[config.mk]
export PLATFORM = sky130hd
export DESIGN_NAME = mem_ctrl
export DESIGN_NICKNAME = d
export VERILOG_FILES = /design/src/rtl/mem_ctrl_pkg.sv /design/src/rtl/mem_ctrl_starve.sv /design/src/rtl/mem_ctrl.sv
export SDC_FILE = /design/constraint.sdc
export NUM_CORES = 1
export LEC_CHECK = 0
export ABC_AREA = 1
export BUFFER_PORTS_ARGS = -buffer_cell sky130_fd_sc_hd__buf_2
export CELL_PAD_IN_SITES_DETAIL_PLACEMENT = 2
export CELL_PAD_IN_SITES_GLOBAL_PLACEMENT = 2
export CORE_MARGIN = 10
export CORE_UTILIZATION = 17
export DETAILED_ROUTE_END_ITERATION = 7
export GPL_TIMING_DRIVEN = 0
export HOLD_SLACK_MARGIN = 0.12
export PLACE_DENSITY = 0.78
export SLEW_MARGIN = 5
export SYNTH_ARGS = -nofsm -noshare
export SYNTH_HDL_FRONTEND = slang
export SYNTH_HIERARCHICAL = 1
export SYNTH_SLANG_ARGS = --single-unit
[constraint.sdc]
create_clock -name clk -period 1.6 [get_ports clk]
set_clock_uncertainty 0.1 [all_clocks]
set_input_delay 0.08 -clock clk [delete_from_list [all_inputs] [get_ports clk]]
set_output_delay 0.08 -clock clk [all_outputs]
set_load 0.03 [all_outputs]
[src/rtl/mem_ctrl_pkg.sv]
// Shared types and widths for the mem_ctrl data-memory controller.
// The FORCE state exists only when MEM_CTRL_LOADER_EN is defined.
package mem_ctrl_pkg;

    localparam int HADDR_W = 19;
    localparam int DATA_W  = 16;

    typedef enum logic [1:0] {
        ST_IDLE   = 2'd0,
        ST_SECOND = 2'd1
`ifdef MEM_CTRL_LOADER_EN
        ,
        ST_FORCE  = 2'd2
`endif
    } state_e;

    function automatic logic calc_misalign(input logic req, input logic word, input logic [1:0] lsb);
        return req && (lsb[0] || (word && lsb[1]));
    endfunction

endpackage

[src/rtl/mem_ctrl_starve.sv]
// Loader starvation counter: counts cycles a loader request waits ungranted.
// hit flags the cycle the count reaches STARVE_MAX; pending flags an already-starved request.
module mem_ctrl_starve #(
    parameter int STARVE_MAX = 8
) (
    input  logic clk,
    input  logic rst_n,
    input  logic ld_req,
    input  logic ld_gnt,
    output logic hit,
    output logic pending
);

    localparam logic [8:0] MAX_C = 9'(STARVE_MAX);

    logic [7:0] count_r;

    // Wait counter: clears on grant or idle request, saturates at the top.
    always_ff @(posedge clk or negedge rst_n) begin
        if (!rst_n) begin
            count_r <= 8'd0;
        end else if (!ld_req || ld_gnt) begin
            count_r <= 8'd0;
        end else if (count_r != 8'hFF) begin
            count_r <= count_r + 8'd1;
        end
    end

    assign hit     = ld_req && !ld_gnt && (({1'b0, count_r} + 9'd1) >= MAX_C);
    assign pending = ld_req && ({1'b0, count_r} >= MAX_C);

endmodule

[src/rtl/mem_ctrl.sv]
// Pipeline MEM-stage controller onto a 16-bit data memory; word accesses take two cycles, big-endian.
// Optional loader port sharing the memory is enabled by defining MEM_CTRL_LOADER_EN.
module mem_ctrl
    import mem_ctrl_pkg::*;
#(
    parameter int STARVE_MAX = 8
) (
    input  logic                 clk,
    input  logic                 rst_n,
    input  logic                 req,
    input  logic                 wr,
    input  logic                 word,
    input  logic                 dirty,
    input  logic                 skip,
    input  logic [31:0]          addr,
    input  logic [31:0]          wdata,
    output logic [31:0]          rdata,
    output logic                 stall,
    output logic                 misalign,
    output logic                 mem_write,
    output logic [HADDR_W-1:0]   mem_addr,
    output logic [DATA_W-1:0]    mem_di,
    input  logic [DATA_W-1:0]    mem_do
`ifdef MEM_CTRL_LOADER_EN
    ,
    input  logic                 ld_req,
    input  logic                 ld_wr,
    input  logic [HADDR_W-1:0]   ld_addr,
    input  logic [DATA_W-1:0]    ld_wdata,
    output logic                 ld_gnt,
    output logic [DATA_W-1:0]    ld_rdata
`endif
);

    state_e              state_r;
    state_e              next_s;
    logic [DATA_W-1:0]   hold_r;
    logic                wr_r;
    logic                hold_en_s;
    logic                misalign_s;
    logic                valid_s;
    logic [31:0]         rdata_s;
    logic                stall_s;
    logic                mem_write_s;
    logic [HADDR_W-1:0]  mem_addr_s;
    logic [DATA_W-1:0]   mem_di_s;
    logic                unused_s;

    assign unused_s   = ^addr[31:20];
    assign misalign_s = calc_misalign(req, word, addr[1:0]);
    assign valid_s    = req && !dirty && !skip && !misalign_s;

`ifdef MEM_CTRL_LOADER_EN
    logic ld_gnt_s;
    logic hit_s;
    logic pending_s;

    // A starved loader blocks the pipeline in IDLE until its FORCE cycle runs.
    assign ld_gnt_s = (state_r == ST_FORCE) ||
                      ((state_r == ST_IDLE) && !valid_s && !pending_s && ld_req);

    mem_ctrl_starve #(
        .STARVE_MAX (STARVE_MAX)
    ) u_starve (
        .clk     (clk),
        .rst_n   (rst_n),
        .ld_req  (ld_req),
        .ld_gnt  (ld_gnt_s),
        .hit     (hit_s),
        .pending (pending_s)
    );

    assign ld_gnt   = rst_n && ld_gnt_s;
    assign ld_rdata = rst_n ? mem_do : 16'h0000;
`endif

    // Next-state and memory-port steering for the current state.
    always_comb begin
        next_s      = state_r;
        hold_en_s   = 1'b0;
        rdata_s     = 32'h0000_0000;
        stall_s     = 1'b0;
        mem_write_s = 1'b0;
        mem_addr_s  = 19'h0_0000;
        mem_di_s    = 16'h0000;
        case (state_r)
            ST_IDLE: begin
`ifdef MEM_CTRL_LOADER_EN
                if (pending_s) begin
                    stall_s = 1'b1;
                    next_s  = ST_FORCE;
                end else
`endif
                if (valid_s) begin
                    mem_addr_s  = addr[19:1];
                    mem_write_s = wr;
                    if (word) begin
                        mem_di_s  = wdata[31:16];
                        stall_s   = 1'b1;
                        hold_en_s = 1'b1;
                        next_s    = ST_SECOND;
                    end else begin
                        mem_di_s  = wdata[15:0];
                        rdata_s   = {16'h0000, mem_do};
                    end
                end else begin
`ifdef MEM_CTRL_LOADER_EN
                    if (ld_gnt_s) begin
                        mem_addr_s  = ld_addr;
                        mem_write_s = ld_wr;
                        mem_di_s    = ld_wdata;
                    end else begin
                        mem_addr_s  = 19'h0_0000;
                    end
`else
                    mem_addr_s = 19'h0_0000;
`endif
                end
`ifdef MEM_CTRL_LOADER_EN
                // A word starting now finishes before the forced loader cycle.
                if (hit_s && !(valid_s && word)) begin
                    next_s = ST_FORCE;
                end else begin
                    hold_en_s = hold_en_s && !pending_s;
                end
`endif
            end
            ST_SECOND: begin
                mem_addr_s  = addr[19:1] + 19'd1;
                mem_write_s = wr_r;
                mem_di_s    = wdata[15:0];
                rdata_s     = {hold_r, mem_do};
                next_s      = ST_IDLE;
            end
`ifdef MEM_CTRL_LOADER_EN
            ST_FORCE: begin
                stall_s     = 1'b1;
                mem_addr_s  = ld_addr;
                mem_write_s = ld_wr;
                mem_di_s    = ld_wdata;
                next_s      = ST_IDLE;
            end
`endif
            default: begin
                next_s = ST_IDLE;
            end
        endcase
    end

    // State, high-half hold register and latched store enable for the second cycle.
    always_ff @(posedge clk or negedge rst_n) begin
        if (!rst_n) begin
            state_r <= ST_IDLE;
            hold_r  <= 16'h0000;
            wr_r    <= 1'b0;
        end else begin
            state_r <= next_s;
            if (hold_en_s) begin
                hold_r <= mem_do;
                wr_r   <= wr;
            end
        end
    end

    assign rdata     = rst_n ? rdata_s : 32'h0000_0000;
    assign stall     = rst_n && stall_s;
    assign misalign  = rst_n && misalign_s;
    assign mem_write = rst_n && mem_write_s;
    assign mem_addr  = rst_n ? mem_addr_s : 19'h0_0000;
    assign mem_di    = rst_n ? mem_di_s : 16'h0000;

endmodule

# After elaboration in Yosys (flattened, before gate mapping)
# Index checks and enable logic that the tools add are counted.
# Widths: inputs -> output; s select.
# totals
register_bits	19
input_bits	87
wordCells	40
# op_classes
n_addsub	1
n_eq_ne	3
mux	19
n_reduce_logical	14
# op_table
op	n
$mux 16	5
$pmux 32 s2	1
$mux 19	2
$pmux 19 s2	1
$mux 32	1
$pmux 16 s2	1
$add 19x1->19 const B	1
$logic_and 1x1->1	8
$mux 2	3
$mux 1	4
$ne 2x2->1 const B	2
$logic_not 1->1	3
$eq 2x1->1 const B	1
$logic_not 2->1	1
$pmux 1 s2	1
$reduce_and 2->1	1
$logic_or 1x1->1	1

# Logic depth before layout (Yosys ltp)
# logic_depth
word_depth	8
ltp_mapped	9

# Worst setup path after synthesis
# No wires, ideal clock.
# synth_path
path_kind	register to output
start	reg state_r[0]
end	out mem_di[11]
arrival_ps	1554
path_slack_ps	-134
path_stages_with_launch	5
path_buffers	1
path_cell_list	dfrtp_1 -> nor2_2 -> buf_2 -> nor2_1 -> nor3_1
# synth_via
elab_chain_len	3
word_cells_on_any_way	4
classes_between	1 x eq/ne; 2 x mux; 1 x reduce/logical
# synth_rtl
element	line_no	rtl
start: declaration	mem_ctrl.sv:35	state_e state_r;
start signal: assignment	mem_ctrl.sv:157	state_r <= next_s;
$eq 2x1->1 / $logic_not 2->1 (equally long branches)	mem_ctrl.sv:86	case (state_r)
$pmux 16 s2 (*)	mem_ctrl.sv:86	
$mux 16 (*)	mem_ctrl.sv:170	assign mem_di = rst_n ? mem_di_s : 16'h0000;
end: declaration	mem_ctrl.sv:22	output logic [DATA_W-1:0] mem_di,
# Mark *: on every way between the ends. The rest lies on a longest branch, timed or not.

# Worst setup path after layout
# layout_path
start	reg state_r[0]
end	out mem_addr[15]
# layout_via
elab_chain_len	3
word_cells_on_any_way	4
classes_between	1 x eq/ne; 2 x mux; 1 x reduce/logical
# layout_rtl
element	line_no	rtl
$eq 2x1->1 / $logic_not 2->1 (equally long branches)	mem_ctrl.sv:86	
$pmux 19 s2 (*)	mem_ctrl.sv:86	
$mux 19 (*)	mem_ctrl.sv:169	assign mem_addr = rst_n ? mem_addr_s : 19'h0_0000;
end: declaration	mem_ctrl.sv:21	output logic [HADDR_W-1:0] mem_addr,
# Marks and branches as above.

==> impl_metrics.csv <==
group,metric,value,unit
cells_and_area,instances_no_fill,706,
clock_tree,cts_buffers,3,
logic_synthesis,synth_area_leaders,"dfrtp_1, nand2_1, nor2_1",
logic_synthesis,synth_top_cell_by_area,"dfrtp_1",
sta,slew_headroom,38.62,%
placed_design,gp_congestion,0.7685,
worst_hold_path,hold_path.class,"in -> reg",
floorplan,design.die.area,16320,um^2
outcome,failed_checks,"setup timing",
worst_setup_path,critPathKind,"reg -> out",
worst_setup_path,crit_path_end_kind,"output port",
logic_synthesis,ys.warnings.count,6,
worst_setup_path,critPathArrivalTime,1.69,ns
worst_setup_path,worstPathCellList,"buf_6, buf_4, nand3_4, nor2_4, buf_4, nand3_1, nand2_1, nor2_4, buf_6",
sta,hold_viol,0,
power_and_ir_drop,p_leak,2.266,nW
worst_setup_path,cpPeakStageDelay,0.42,ns
logic_synthesis,synth_top_area_share,22.83,%
outcome,status,"finished with violations",
route,drt-initial-drc-count,98,
cells_and_area,seqCellArea,450.4,um^2
logic_synthesis,async_flop_share,100.0,%
sta,fin_hold_ws,0.3100,ns
logic_synthesis,seq_area_frac_synth,22.83,%
floorplan,fp.dieH,127.7,um
worst_setup_path,crit_required,1.42,ns
worst_setup_path,crit_family,"buffers and inverters",
floorplan,rows,39,
route,antenna_left,0,
cells_and_area,multi_input_area,1838,um^2
sta,tightest_slew,0.9177,ns
global_routing,grt_usage,16.40,%
cells_and_area,design_area,4716,um^2
clock_tree,clk_latency,0.25,ns
clock_tree,clk_transition_reported_paths,0.06,ns
logic_synthesis,netlist_area,1973,um^2
route,route.detailed.wl_per_inst,21.29,um
cells_and_area,drive_above_1_share,52.50,%
cells_and_area,nFillCells,1322,
placed_design,port-buffer-count,144,
route,drc_errors,0,
worst_setup_path,rr_startpoint,"state_r[0]",
worst_hold_path,hold_depth,6,
logic_synthesis,synth_commonest_cells,"nand2_1, nor2_1, inv_1, nor3_1, dfrtp_1",
worst_setup_path,r2r_slack,0.09,ns
clock_tree,htree_levels,1,
logic_synthesis,synth-edff-count,0,
power_and_ir_drop,peakVddDrop,310.1,uV
sta,setup_viol,63,
job,max-cap-violations,0,
floorplan,io-pin-count,157,
clock_tree,clock_path_buffers,2,
power_and_ir_drop,p_total,2.030,mW
sta,period_share,117.1,%
placed_design,place_inst,647,
clock_tree,tritoncts,"done",
cells_and_area,layout.nets,649,
global_routing,grt_max_degree,19,
global_routing,grt_pass1_vias,3766,
cells_and_area,fin_util,41.48,%
sta,drv_slew,0,
global_routing,grt_pass1_wl,21480,um
logic_synthesis,syn_area_per_cell,5.481,um^2
route,wl,15030,um
route,viasPerCell,4.578,
sta,fmax,533.7,MHz
placed_design,post_dp_cell_area,2978,um^2
logic_synthesis,synthDistinctLibCells,26,
floorplan,core_area,11370,um^2
power_and_ir_drop,pwr_density_cell,430.4,nW/um^2
logic_synthesis,synthCells,360,
sta,rsz0062_at_grt,"true",
worst_hold_path,min_delay_worst_endpoint,"wr_r",
logic_synthesis,synth_most_common_cell,"nand2_1",
placed_design,pre_cts_slack,-0.3355,ns
clock_tree,root_buffer,"clkbuf_16",
sta,finalWorstSetupSlack,-0.2736,ns
global_routing,antenna_found_initial,3,
route,vias,3232,
logic_synthesis,synth-seq-cells,18,
worst_setup_path,crit_start,"state_r[0]",
floorplan,floorplan.initialDensity,17.35,%
worst_setup_path,crit_path_max_fanout,8,
clock_tree,cts_sinks,18,
worst_setup_path,start_kind,"register",
placed_design,place_hpwl,9075,um
worst_hold_path,min_from,"addr[0]",
sta,tns,-10.88,ns
global_routing,overflow,0,
floorplan,fp.dieW,127.7,um
cells_and_area,area_delta_synth_final,139.0,%
worst_setup_path,regToRegEndpoint,"hold_r[6]",
worst_setup_path,r2r_cells,6,
worst_setup_path,path_buf_inv,4,
sta,finalCriticalPeriod,1.874,ns
route,drt_pass1_iterations,4,
worst_setup_path,critical-path-slowest-cell,"dfrtp_1",
logic_synthesis,synth_nets,448,
logic_synthesis,synth_ff_type,"dfrtp_1",
layer usage:
metal,vias to the layer above,GRT usage (%),share of wire [%]
li1,1511,-,-
met1,1597,16.25,35
met2,107,31.45,56
met3,17,5.128,6.7
met4,0,5.232,2.2
met5,-,0,0
power by group:
part	internal (mW)	switching, mW
logic	0.335	0.511
registers	0.549	0.0675
clock network	0.381	0.187
total	1.26	0.765
worst min-delay path, delay by kind of cell:
kind | cells | cell delay, ns
buf+inv | 2 | 0.11
simple gates | 3 | 0.35
compound gates | 1 | 0.07
layout make-up:
cell class	count	area share [%]
Inverter	61	5.068
Timing Repair Buffer	199	37.17
Clock buffer	4	1.884
Buffer	12	3.396
Sequential cell	18	9.552
Multi-Input combinational cell	266	38.98
Tap cell	143	3.794
Antenna cell	3	0.1592
cells by family (layout without fill, tap and decap cells):
family,after synthesis,after routing,synth area share [%]
AND/OR/NAND/NOR,233,233,50.10
adder cells (fa/ha/maj),1,1,0.6340
AO/OA/AOI/OAI,30,30,8.434
other,0,3,0
buffers and inverters,76,276,17.12
flip-flops,18,18,22.83
XOR/XNOR,2,2,0.8879
flip-flops by register name, summed over array words and instances (netlist names):
name,cells
hold_r,16
state_r,1
wr_r,1
cell usage in the layout, fill, tap and decap left out, drive strengths merged:
cell | Yosys | routed
nand2 | 91 | 91
o21ai | 18 | 18
nand4 | 3 | 3
buf | 14 | 190
inv | 61 | 61
nor2 | 91 | 91
ha | 1 | 1
xnor2 | 1 | 1
a21oi | 9 | 9
nor3 | 34 | 34
diode | 0 | 3
dlygate4sd3 | 0 | 19
dfrtp | 18 | 18
xor2 | 1 | 1
nand3 | 13 | 13
o21bai | 1 | 1
o22ai | 2 | 2
clkbuf | 1 | 6
and2 | 1 | 1
worst max-delay path by stage:
stage / to / slack [ns] / depth (start not counted)
final: mem_addr[15] / -0.27 / 9
after global routing: mem_addr[17] / -0.35 / 10
after CTS: mem_addr[10] / -0.22 / 9
after detailed placement: mem_addr[6] / -0.34 / 6
after global placement: mem_addr[6] / -0.33 / 6
after floorplan: mem_addr[1] / -0.02 / 4
what timing repair did:
action,4_1_cts,5_1_grt
pin swaps,17,32
buffers inserted,19,14
gates cloned,5,2
hold buffers,19,0
endpoints found under the hold margin,35,0
gates resized for setup,166,141
endpoints found under the setup margin,79,70
Power figures use the tool's default switching activity.
